<file path="src/rtl/sparc_pkg.sv">
// Shared SPARC integer-unit definitions: Bicc condition encodings, branch
// resolver states and icc bit positions.
package sparc_pkg;

  localparam logic [3:0] COND_BN   = 4'b0000;
  localparam logic [3:0] COND_BE   = 4'b0001;
  localparam logic [3:0] COND_BLE  = 4'b0010;
  localparam logic [3:0] COND_BL   = 4'b0011;
  localparam logic [3:0] COND_BLEU = 4'b0100;
  localparam logic [3:0] COND_BCS  = 4'b0101;
  localparam logic [3:0] COND_BNEG = 4'b0110;
  localparam logic [3:0] COND_BVS  = 4'b0111;
  localparam logic [3:0] COND_BA   = 4'b1000;
  localparam logic [3:0] COND_BNE  = 4'b1001;
  localparam logic [3:0] COND_BG   = 4'b1010;
  localparam logic [3:0] COND_BGE  = 4'b1011;
  localparam logic [3:0] COND_BGU  = 4'b1100;
  localparam logic [3:0] COND_BCC  = 4'b1101;
  localparam logic [3:0] COND_BPOS = 4'b1110;
  localparam logic [3:0] COND_BVC  = 4'b1111;

  localparam int ICC_N = 3;
  localparam int ICC_Z = 2;
  localparam int ICC_V = 1;
  localparam int ICC_C = 0;

  typedef enum logic {
    IDLE = 1'b0,
    WAIT = 1'b1
  } br_state_e;

  // Packs separate ALU flag bits into the {N,Z,V,C} icc layout.
  function automatic logic [3:0] pack_icc(input logic n, input logic z,
                                          input logic v, input logic c);
    logic [3:0] f;
    f        = 4'b0000;
    f[ICC_N] = n;
    f[ICC_Z] = z;
    f[ICC_V] = v;
    f[ICC_C] = c;
    return f;
  endfunction

endpackage

</file>
<file path="src/rtl/icc_branch_unit_if.sv">
// Signal bundle between the EX/ID pipeline control and the icc/branch unit.
interface icc_branch_unit_if;
  import sparc_pkg::*;

  // EX-stage flag source and icc write control
  logic       N_EX;
  logic       Z_EX;
  logic       V_EX;
  logic       C_EX;
  logic       CC_WE;
  logic       EX_HOLD;

  // ID-stage branch request
  logic       BR_REQ;
  logic [3:0] BR_COND;
  logic       BR_A;
  logic       BR_FLUSH;

  // Results. BR_VALID is a single-cycle strobe with no ready: the consumer
  // must take BR_TAKEN/ANNUL_DS in that cycle, they are meaningless otherwise.
  // BR_STALL holds ID; BR_REQ must be held stable while it is high.
  logic [3:0] ICC;
  logic       Ci;
  logic       BR_STALL;
  logic       BR_VALID;
  logic       BR_TAKEN;
  logic       ANNUL_DS;
  br_state_e  dbg_state;

  modport master (
    output N_EX, Z_EX, V_EX, C_EX, CC_WE, EX_HOLD,
    output BR_REQ, BR_COND, BR_A, BR_FLUSH,
    input  ICC, Ci, BR_STALL, BR_VALID, BR_TAKEN, ANNUL_DS, dbg_state
  );

  modport slave (
    input  N_EX, Z_EX, V_EX, C_EX, CC_WE, EX_HOLD,
    input  BR_REQ, BR_COND, BR_A, BR_FLUSH,
    output ICC, Ci, BR_STALL, BR_VALID, BR_TAKEN, ANNUL_DS, dbg_state
  );

endinterface

</file>
<file path="src/rtl/bicc_cond_eval.sv">
// Combinational Bicc condition evaluator: cond[3] inverts the base test
// selected by cond[2:0], which makes BN/BA the degenerate pair.
module bicc_cond_eval
  import sparc_pkg::*;
(
  input  logic [3:0] cond,
  input  logic [3:0] flags,
  output logic       taken
);

  logic n;
  logic z;
  logic v;
  logic c;
  logic base;

  assign n = flags[ICC_N];
  assign z = flags[ICC_Z];
  assign v = flags[ICC_V];
  assign c = flags[ICC_C];

  always_comb begin
    base = 1'b0;
    case (cond[2:0])
      3'd0:    base = 1'b0;
      3'd1:    base = z;
      3'd2:    base = z | (n ^ v);
      3'd3:    base = n ^ v;
      3'd4:    base = c | z;
      3'd5:    base = c;
      3'd6:    base = n;
      3'd7:    base = v;
      default: base = 1'b0;
    endcase
  end

  assign taken = cond[3] ? ~base : base;

endmodule

</file>
<file path="src/rtl/icc_branch_unit.sv">
// EX-stage icc register plus Bicc resolver; either forwards EX flags to the
// branch in ID or parks the branch in WAIT until the icc write commits.
module icc_branch_unit
  import sparc_pkg::*;
#(
  parameter bit FWD_CC = 1'b1
) (
  input  logic             clk,
  input  logic             rst,
  icc_branch_unit_if.slave bus
);

  logic [3:0] ex_flags;
  logic [3:0] icc_q;
  logic       icc_we;

  br_state_e  state_q;
  br_state_e  state_d;
  logic [3:0] cond_q;
  logic       a_q;
  logic       latch;
  logic       resolve;
  logic       stall;

  logic [3:0] eval_cond;
  logic [3:0] eval_flags;
  logic       eval_a;
  logic       eval_taken;
  logic       eval_annul;

  logic       valid_q;
  logic       taken_q;
  logic       annul_q;

  assign ex_flags = pack_icc(bus.N_EX, bus.Z_EX, bus.V_EX, bus.C_EX);
  assign icc_we   = bus.CC_WE & ~bus.EX_HOLD;

  // Next-state and evaluation-source selection.
  always_comb begin
    state_d    = state_q;
    latch      = 1'b0;
    resolve    = 1'b0;
    stall      = 1'b0;
    eval_cond  = bus.BR_COND;
    eval_a     = bus.BR_A;
    eval_flags = (FWD_CC && bus.CC_WE) ? ex_flags : icc_q;

    case (state_q)
      IDLE: begin
        if (bus.BR_REQ) begin
          if (FWD_CC || !bus.CC_WE) begin
            resolve = 1'b1;
          end else begin
            latch   = 1'b1;
            stall   = 1'b1;
            state_d = WAIT;
          end
        end
      end
      WAIT: begin
        // The parked branch only ever sees committed flags.
        stall      = 1'b1;
        eval_cond  = cond_q;
        eval_a     = a_q;
        eval_flags = icc_q;
        if (!bus.CC_WE) begin
          resolve = 1'b1;
          state_d = IDLE;
        end
      end
      default: state_d = IDLE;
    endcase

    if (bus.BR_FLUSH) begin
      state_d = IDLE;
    end
  end

  bicc_cond_eval u_cond_eval (
    .cond  (eval_cond),
    .flags (eval_flags),
    .taken (eval_taken)
  );

  // BA with the annul bit set annuls its delay slot despite being taken.
  assign eval_annul = eval_a & (~eval_taken | (eval_cond == COND_BA));

  always_ff @(posedge clk) begin
    if (rst) begin
      state_q <= IDLE;
    end else begin
      state_q <= state_d;
    end
  end

  always_ff @(posedge clk) begin
    if (rst) begin
      cond_q  <= 4'b0000;
      a_q     <= 1'b0;
      icc_q   <= 4'b0000;
      valid_q <= 1'b0;
      taken_q <= 1'b0;
      annul_q <= 1'b0;
    end else begin
      if (latch) begin
        cond_q <= bus.BR_COND;
        a_q    <= bus.BR_A;
      end
      if (icc_we) begin
        icc_q <= ex_flags;
      end
      valid_q <= resolve & ~bus.BR_FLUSH;
      taken_q <= resolve & ~bus.BR_FLUSH & eval_taken;
      annul_q <= resolve & ~bus.BR_FLUSH & eval_annul;
    end
  end

  assign bus.ICC       = icc_q;
  assign bus.Ci        = icc_q[ICC_C];
  assign bus.BR_STALL  = stall;
  assign bus.BR_VALID  = valid_q;
  assign bus.BR_TAKEN  = taken_q;
  assign bus.ANNUL_DS  = annul_q;
  assign bus.dbg_state = state_q;

endmodule
</file>
<file path="src/flat_wrapper.sv">
// flat-port wrapper written by rule: the top's interface ports become plain ports
module icc_branch_unit_flat import sparc_pkg::*;
#(
  parameter bit FWD_CC = 1'b1
)
  (clk, rst, bus_N_EX, bus_Z_EX, bus_V_EX, bus_C_EX, bus_CC_WE, bus_EX_HOLD, bus_BR_REQ, bus_BR_COND, bus_BR_A, bus_BR_FLUSH, bus_ICC, bus_Ci, bus_BR_STALL, bus_BR_VALID, bus_BR_TAKEN, bus_ANNUL_DS, bus_dbg_state);
  icc_branch_unit_if bus_i ();
  input  logic clk;
  input  logic rst;
  input wire logic [$bits(bus_i.N_EX)-1:0] bus_N_EX;
  input wire logic [$bits(bus_i.Z_EX)-1:0] bus_Z_EX;
  input wire logic [$bits(bus_i.V_EX)-1:0] bus_V_EX;
  input wire logic [$bits(bus_i.C_EX)-1:0] bus_C_EX;
  input wire logic [$bits(bus_i.CC_WE)-1:0] bus_CC_WE;
  input wire logic [$bits(bus_i.EX_HOLD)-1:0] bus_EX_HOLD;
  input wire logic [$bits(bus_i.BR_REQ)-1:0] bus_BR_REQ;
  input wire logic [$bits(bus_i.BR_COND)-1:0] bus_BR_COND;
  input wire logic [$bits(bus_i.BR_A)-1:0] bus_BR_A;
  input wire logic [$bits(bus_i.BR_FLUSH)-1:0] bus_BR_FLUSH;
  output wire logic [$bits(bus_i.ICC)-1:0] bus_ICC;
  output wire logic [$bits(bus_i.Ci)-1:0] bus_Ci;
  output wire logic [$bits(bus_i.BR_STALL)-1:0] bus_BR_STALL;
  output wire logic [$bits(bus_i.BR_VALID)-1:0] bus_BR_VALID;
  output wire logic [$bits(bus_i.BR_TAKEN)-1:0] bus_BR_TAKEN;
  output wire logic [$bits(bus_i.ANNUL_DS)-1:0] bus_ANNUL_DS;
  output wire logic [$bits(bus_i.dbg_state)-1:0] bus_dbg_state;
  assign bus_i.N_EX = bus_N_EX;
  assign bus_i.Z_EX = bus_Z_EX;
  assign bus_i.V_EX = bus_V_EX;
  assign bus_i.C_EX = bus_C_EX;
  assign bus_i.CC_WE = bus_CC_WE;
  assign bus_i.EX_HOLD = bus_EX_HOLD;
  assign bus_i.BR_REQ = bus_BR_REQ;
  assign bus_i.BR_COND = bus_BR_COND;
  assign bus_i.BR_A = bus_BR_A;
  assign bus_i.BR_FLUSH = bus_BR_FLUSH;
  assign bus_ICC = bus_i.ICC;
  assign bus_Ci = bus_i.Ci;
  assign bus_BR_STALL = bus_i.BR_STALL;
  assign bus_BR_VALID = bus_i.BR_VALID;
  assign bus_BR_TAKEN = bus_i.BR_TAKEN;
  assign bus_ANNUL_DS = bus_i.ANNUL_DS;
  assign bus_dbg_state = bus_i.dbg_state;
  icc_branch_unit #(.FWD_CC(FWD_CC)) u_core (.clk(clk), .rst(rst), .bus(bus_i));
endmodule
</file>
<file path="config.mk">
export PLATFORM = sky130hd
export DESIGN_NAME = icc_branch_unit_flat
export DESIGN_NICKNAME = d
export VERILOG_FILES = /design/src/rtl/sparc_pkg.sv /design/src/rtl/icc_branch_unit_if.sv /design/src/rtl/bicc_cond_eval.sv /design/src/rtl/icc_branch_unit.sv /design/src/flat_wrapper.sv
export SDC_FILE = /design/constraint.sdc
export NUM_CORES = 1
export LEC_CHECK = 0
export BUFFER_PORTS_ARGS = -buffer_cell sky130_fd_sc_hd__buf_2
export CAP_MARGIN = 20
export CORE_AREA = 2 2 39 41
export CTS_CLUSTER_DIAMETER = 150
export DETAILED_ROUTE_END_ITERATION = 10
export DIE_AREA = 0 0 41 43
export PLACE_DENSITY = 0.7
export SLEW_MARGIN = 20
export SYNTH_ARGS = -nofsm -noshare
export SYNTH_HDL_FRONTEND = slang
export SYNTH_SLANG_ARGS = --single-unit
</file>
<file path="constraint.sdc">
create_clock -name clk -period 2.3 [get_ports clk]
set_input_delay 0.345 -clock clk [delete_from_list [all_inputs] [get_ports clk]]
set_output_delay 0.345 -clock clk [all_outputs]
set_load 0.05 [all_outputs]
</file>
==> metrics.yaml <==
clock_power_share_pct: 31.2
critPathCapture: "u_core.bus.ANNUL_DS"
initial_core_util_pct: 38.43
coreArea_mm2: 0.001384
critPathLaunchType: "flop"
worstPathMaxFanout: 13
io-pin-count: 25
ys_async_sr_fraction_pct: 0
cp_num_cells: 5
clock-skew-final_ns: 0.008119
total_leakage_power_uw: 0.0003301
rr_startpoint: "u_core.bus.dbg_state"
placementRows: 14
synth_area_per_cell_um2: 9.013
antenna-diode-count: 0
detail_route.drc_violations: 0
grt_max_degree: 14
cp_data_required_time_ns: 2.46
grt_first_pass_wirelength_mm: 2.007
chipHeight_um: 43
cts_max_level: 1
synth_cell_types: 28
critical_path_class: "reg2reg"
timing.critical_path.from: "u_core.bus.dbg_state"
drtIter0Drc: 8
post_cts_setup_buffer_count: 0
grt_overflow_total: 0
synth-main-ff-cell: "sky130_fd_sc_hd__dfxtp_1"
die_x_um: 41
ctsHoldBuffers: 0
min-delay-path-class: "in2reg"
hold_viol: 0
clock_latency_ns: 0.26
timing.slew.headroom_pct: 72.61
critPathMaxStageDelay_ns: 0.54
critical_path.n_buffers_inverters: 0
p_switching_uw: 106.0
post-route-period-util_pct: 72.32
yosysTopAreaCellShare_pct: 30.12
endpoint_arrival_time_on_the_critical_path_ns: 1.82
irDropWorstVdd_mv: 0.2663
drive_gt1_share_pct: 40.24
p_per_area_mw_per_mm2: 525.0
netlist_area_um2: 531.8
slowest_stage: "sky130_fd_sc_hd__dfxtp_1"
root_buf_cell: "sky130_fd_sc_hd__clkbuf_4"
p_total_uw: 344.9
maxCapViolCount: 0
area_delta_synth_final_pct: 23.53
actual_slew_at_the_worst_max_slew_pin_ns: 0.4093
vias_per_instance: 5.296
r2r.worst_path.cells: 5
finalNetCount: 99
portBuffers: 24
gp_congestion: 0.7743
post_synthesis_sequential_area_ratio_pct: 30.12
cts_tree: "yes"
outcome: "finished clean"
cts_inserted_buffers: 3
final.min_clock_period_ns: 1.663
num_vias: 519
final_antenna_net_count: 0
syn_nets: 74
post_synth_most_frequent_cells: "sky130_fd_sc_hd__dfxtp_1, sky130_fd_sc_hd__nor2_1, sky130_fd_sc_hd__mux2i_1"
final_cell_area_um2: 656.9
cellInternalPower_uw: 238.9
clockBufferDepth: 2
syn_inst_count: 59
dp_hpwl_um: 991.1
grt_antenna_before_repair: 0
timing.critical_path.to_type: "flop"
netlist.top_cell.by_area: "sky130_fd_sc_hd__dfxtp_1"
grtUsageTotal_pct: 17.51
synth_warnings: 0
p_sw_share_pct: 30.74
synthTopCellsByArea: "sky130_fd_sc_hd__dfxtp_1, sky130_fd_sc_hd__mux2i_1, sky130_fd_sc_hd__nor2_1"
critical_path.cell_chain: "nand2b_2 -> mux2i_1 -> a2111o_1 -> a31o_1 -> o211a_1"
cts_resized: 0
fin_setup_tns_ns: 0
nFillCells: 143
synth_seq_cells: 8
number_of_global_route_vias_before_repair: 472
unrepaired_setup_endpoints_after_global_routing: "false"
synth-edff-count: 0
ff2ff_setup_slack_ns: 0.64
sequentialPowerShare_pct: 43.0
floorplan.die_area_mm2: 0.001763
drt_first_pass_iters: 4
timing.final.max_slew_violations: 0
top_achievable_clock_speed_mhz: 601.2
setup-violations-final: 0
clk_pin_slew_ns: 0.06
tritoncts_num_sinks: 8
multi_input_area_um2: 326.6
regToRegEndpoint: "u_core.bus.ANNUL_DS"
post_detailed_route_wirelength_per_cell_um: 12.65
share_comb_of_total_power_pct: 25.8
critical-path-top-delay-family: "compound AO/OA/AOI/OAI gates"
placed_cell_area_um2: 634.4
layout.area.seq_um2: 160.2
detail_route.wirelength_mm: 1.240
==> worst register-to-register path: stages (launching register included) <==
cell	delay, ns
sky130_fd_sc_hd__dfxtp_1	0.54
sky130_fd_sc_hd__nand2b_2	0.22
sky130_fd_sc_hd__mux2i_1	0.08
sky130_fd_sc_hd__a2111o_1	0.40
sky130_fd_sc_hd__a31o_1	0.21
sky130_fd_sc_hd__o211a_1	0.11
==> power by group through the flow <==
stage / sequential (µW) / combinational (µW) / clock, µW
final: 148 / 89.0 / 108
after global routing: 149 / 98.1 / 117
after CTS: 148 / 89.5 / 112
after detailed placement: 151 / 89.2 / 0
after global placement: 151 / 88.1 / 0
after floorplan: 168 / 44.2 / 0
==> placed cells by master (no fill, tap or decap) <==
master and n:
sky130_fd_sc_hd__nand4_1 3, sky130_fd_sc_hd__a31o_1 1, sky130_fd_sc_hd__mux2_1 1, sky130_fd_sc_hd__inv_1 2, sky130_fd_sc_hd__mux2_2 2, sky130_fd_sc_hd__nor3_1 2
sky130_fd_sc_hd__o31a_2 1, sky130_fd_sc_hd__nand3_1 2, sky130_fd_sc_hd__xor2_1 2, sky130_fd_sc_hd__nor2_1 8, sky130_fd_sc_hd__a2111o_1 1, sky130_fd_sc_hd__o211a_1 1
sky130_fd_sc_hd__nor2b_1 4, sky130_fd_sc_hd__and3_2 1, sky130_fd_sc_hd__mux2i_1 6, sky130_fd_sc_hd__a21boi_2 1, sky130_fd_sc_hd__or3_1 1, sky130_fd_sc_hd__a22o_1 1
sky130_fd_sc_hd__dfxtp_1 8, sky130_fd_sc_hd__a21oi_1 1, sky130_fd_sc_hd__nand2b_2 1, sky130_fd_sc_hd__o21ai_0 1, sky130_fd_sc_hd__or3b_1 1, sky130_fd_sc_hd__and2b_1 1
sky130_fd_sc_hd__o21ai_1 1, sky130_fd_sc_hd__o211ai_1 1, sky130_fd_sc_hd__buf_2 24, sky130_fd_sc_hd__clkbuf_4 3
==> worst min path at each step <==
| stage | startpoint | cells past startpoint | endpoint | slack (ns) |
|---|---|---|---|---|
| floorplan | rst | 1 | u_core.bus.ICC[0] | 0.42 |
| global placement | u_core.bus.ICC[0] | 2 | u_core.bus.ICC[0] | 0.53 |
| detailed placement | bus_BR_FLUSH | 2 | u_core.bus.BR_VALID | 0.55 |
| CTS | bus_BR_FLUSH | 2 | u_core.bus.BR_VALID | 0.27 |
| global route | bus_BR_FLUSH | 2 | u_core.bus.BR_VALID | 0.28 |
| finish | bus_BR_FLUSH | 2 | u_core.bus.BR_VALID | 0.28 |
==> sequential cells by signal (all words and copies together), names as in the netlist <==
| register | flops |
|---|---|
| u_core.bus.BR_VALID | 1 |
| u_core.bus.BR_TAKEN | 1 |
| u_core.bus.ANNUL_DS | 1 |
| u_core.bus.dbg_state | 1 |
| u_core.bus.ICC | 4 |
==> layout make-up <==
class	count	area share (%)
multi-input combinational	45	49.71
sequential	8	24.38
tap	16	3.048
inverter	2	1.143
timing repair buffer	24	18.29
clock buffer	3	3.429
==> metal layers <==
metal	routed length, µm	global-route usage (%)
met4	40	12.00
met5	0	0
met1	509	21.04
met3	95	4.712
met2	594	25.62
==> logic make-up after synthesis <==
| kind of cell | count (synthesis) | synth area share (%) |
|---|---|---|
| buf+inv | 6 | 8.470 |
| mux | 9 | 17.65 |
| flops | 8 | 30.12 |
| simple gates | 24 | 24.94 |
| xor+xnor | 2 | 3.295 |
| compound gates | 10 | 15.53 |
==> per-stage QoR <==
step	hold slack, ns	setup slack (ns)	util, %	std cells
3_3_place_gp	0.5289	0.6553	45.84	95
4_1_cts	0.2721	0.6200	47.47	98
3_5_place_dp	0.5492	0.6293	45.84	95
6_report	0.2793	0.6367	47.47	98
2_1_floorplan	0.4174	0.4550	-	59
5_1_grt	0.2802	0.5321	47.47	98
Power figures use the tool's default switching activity.
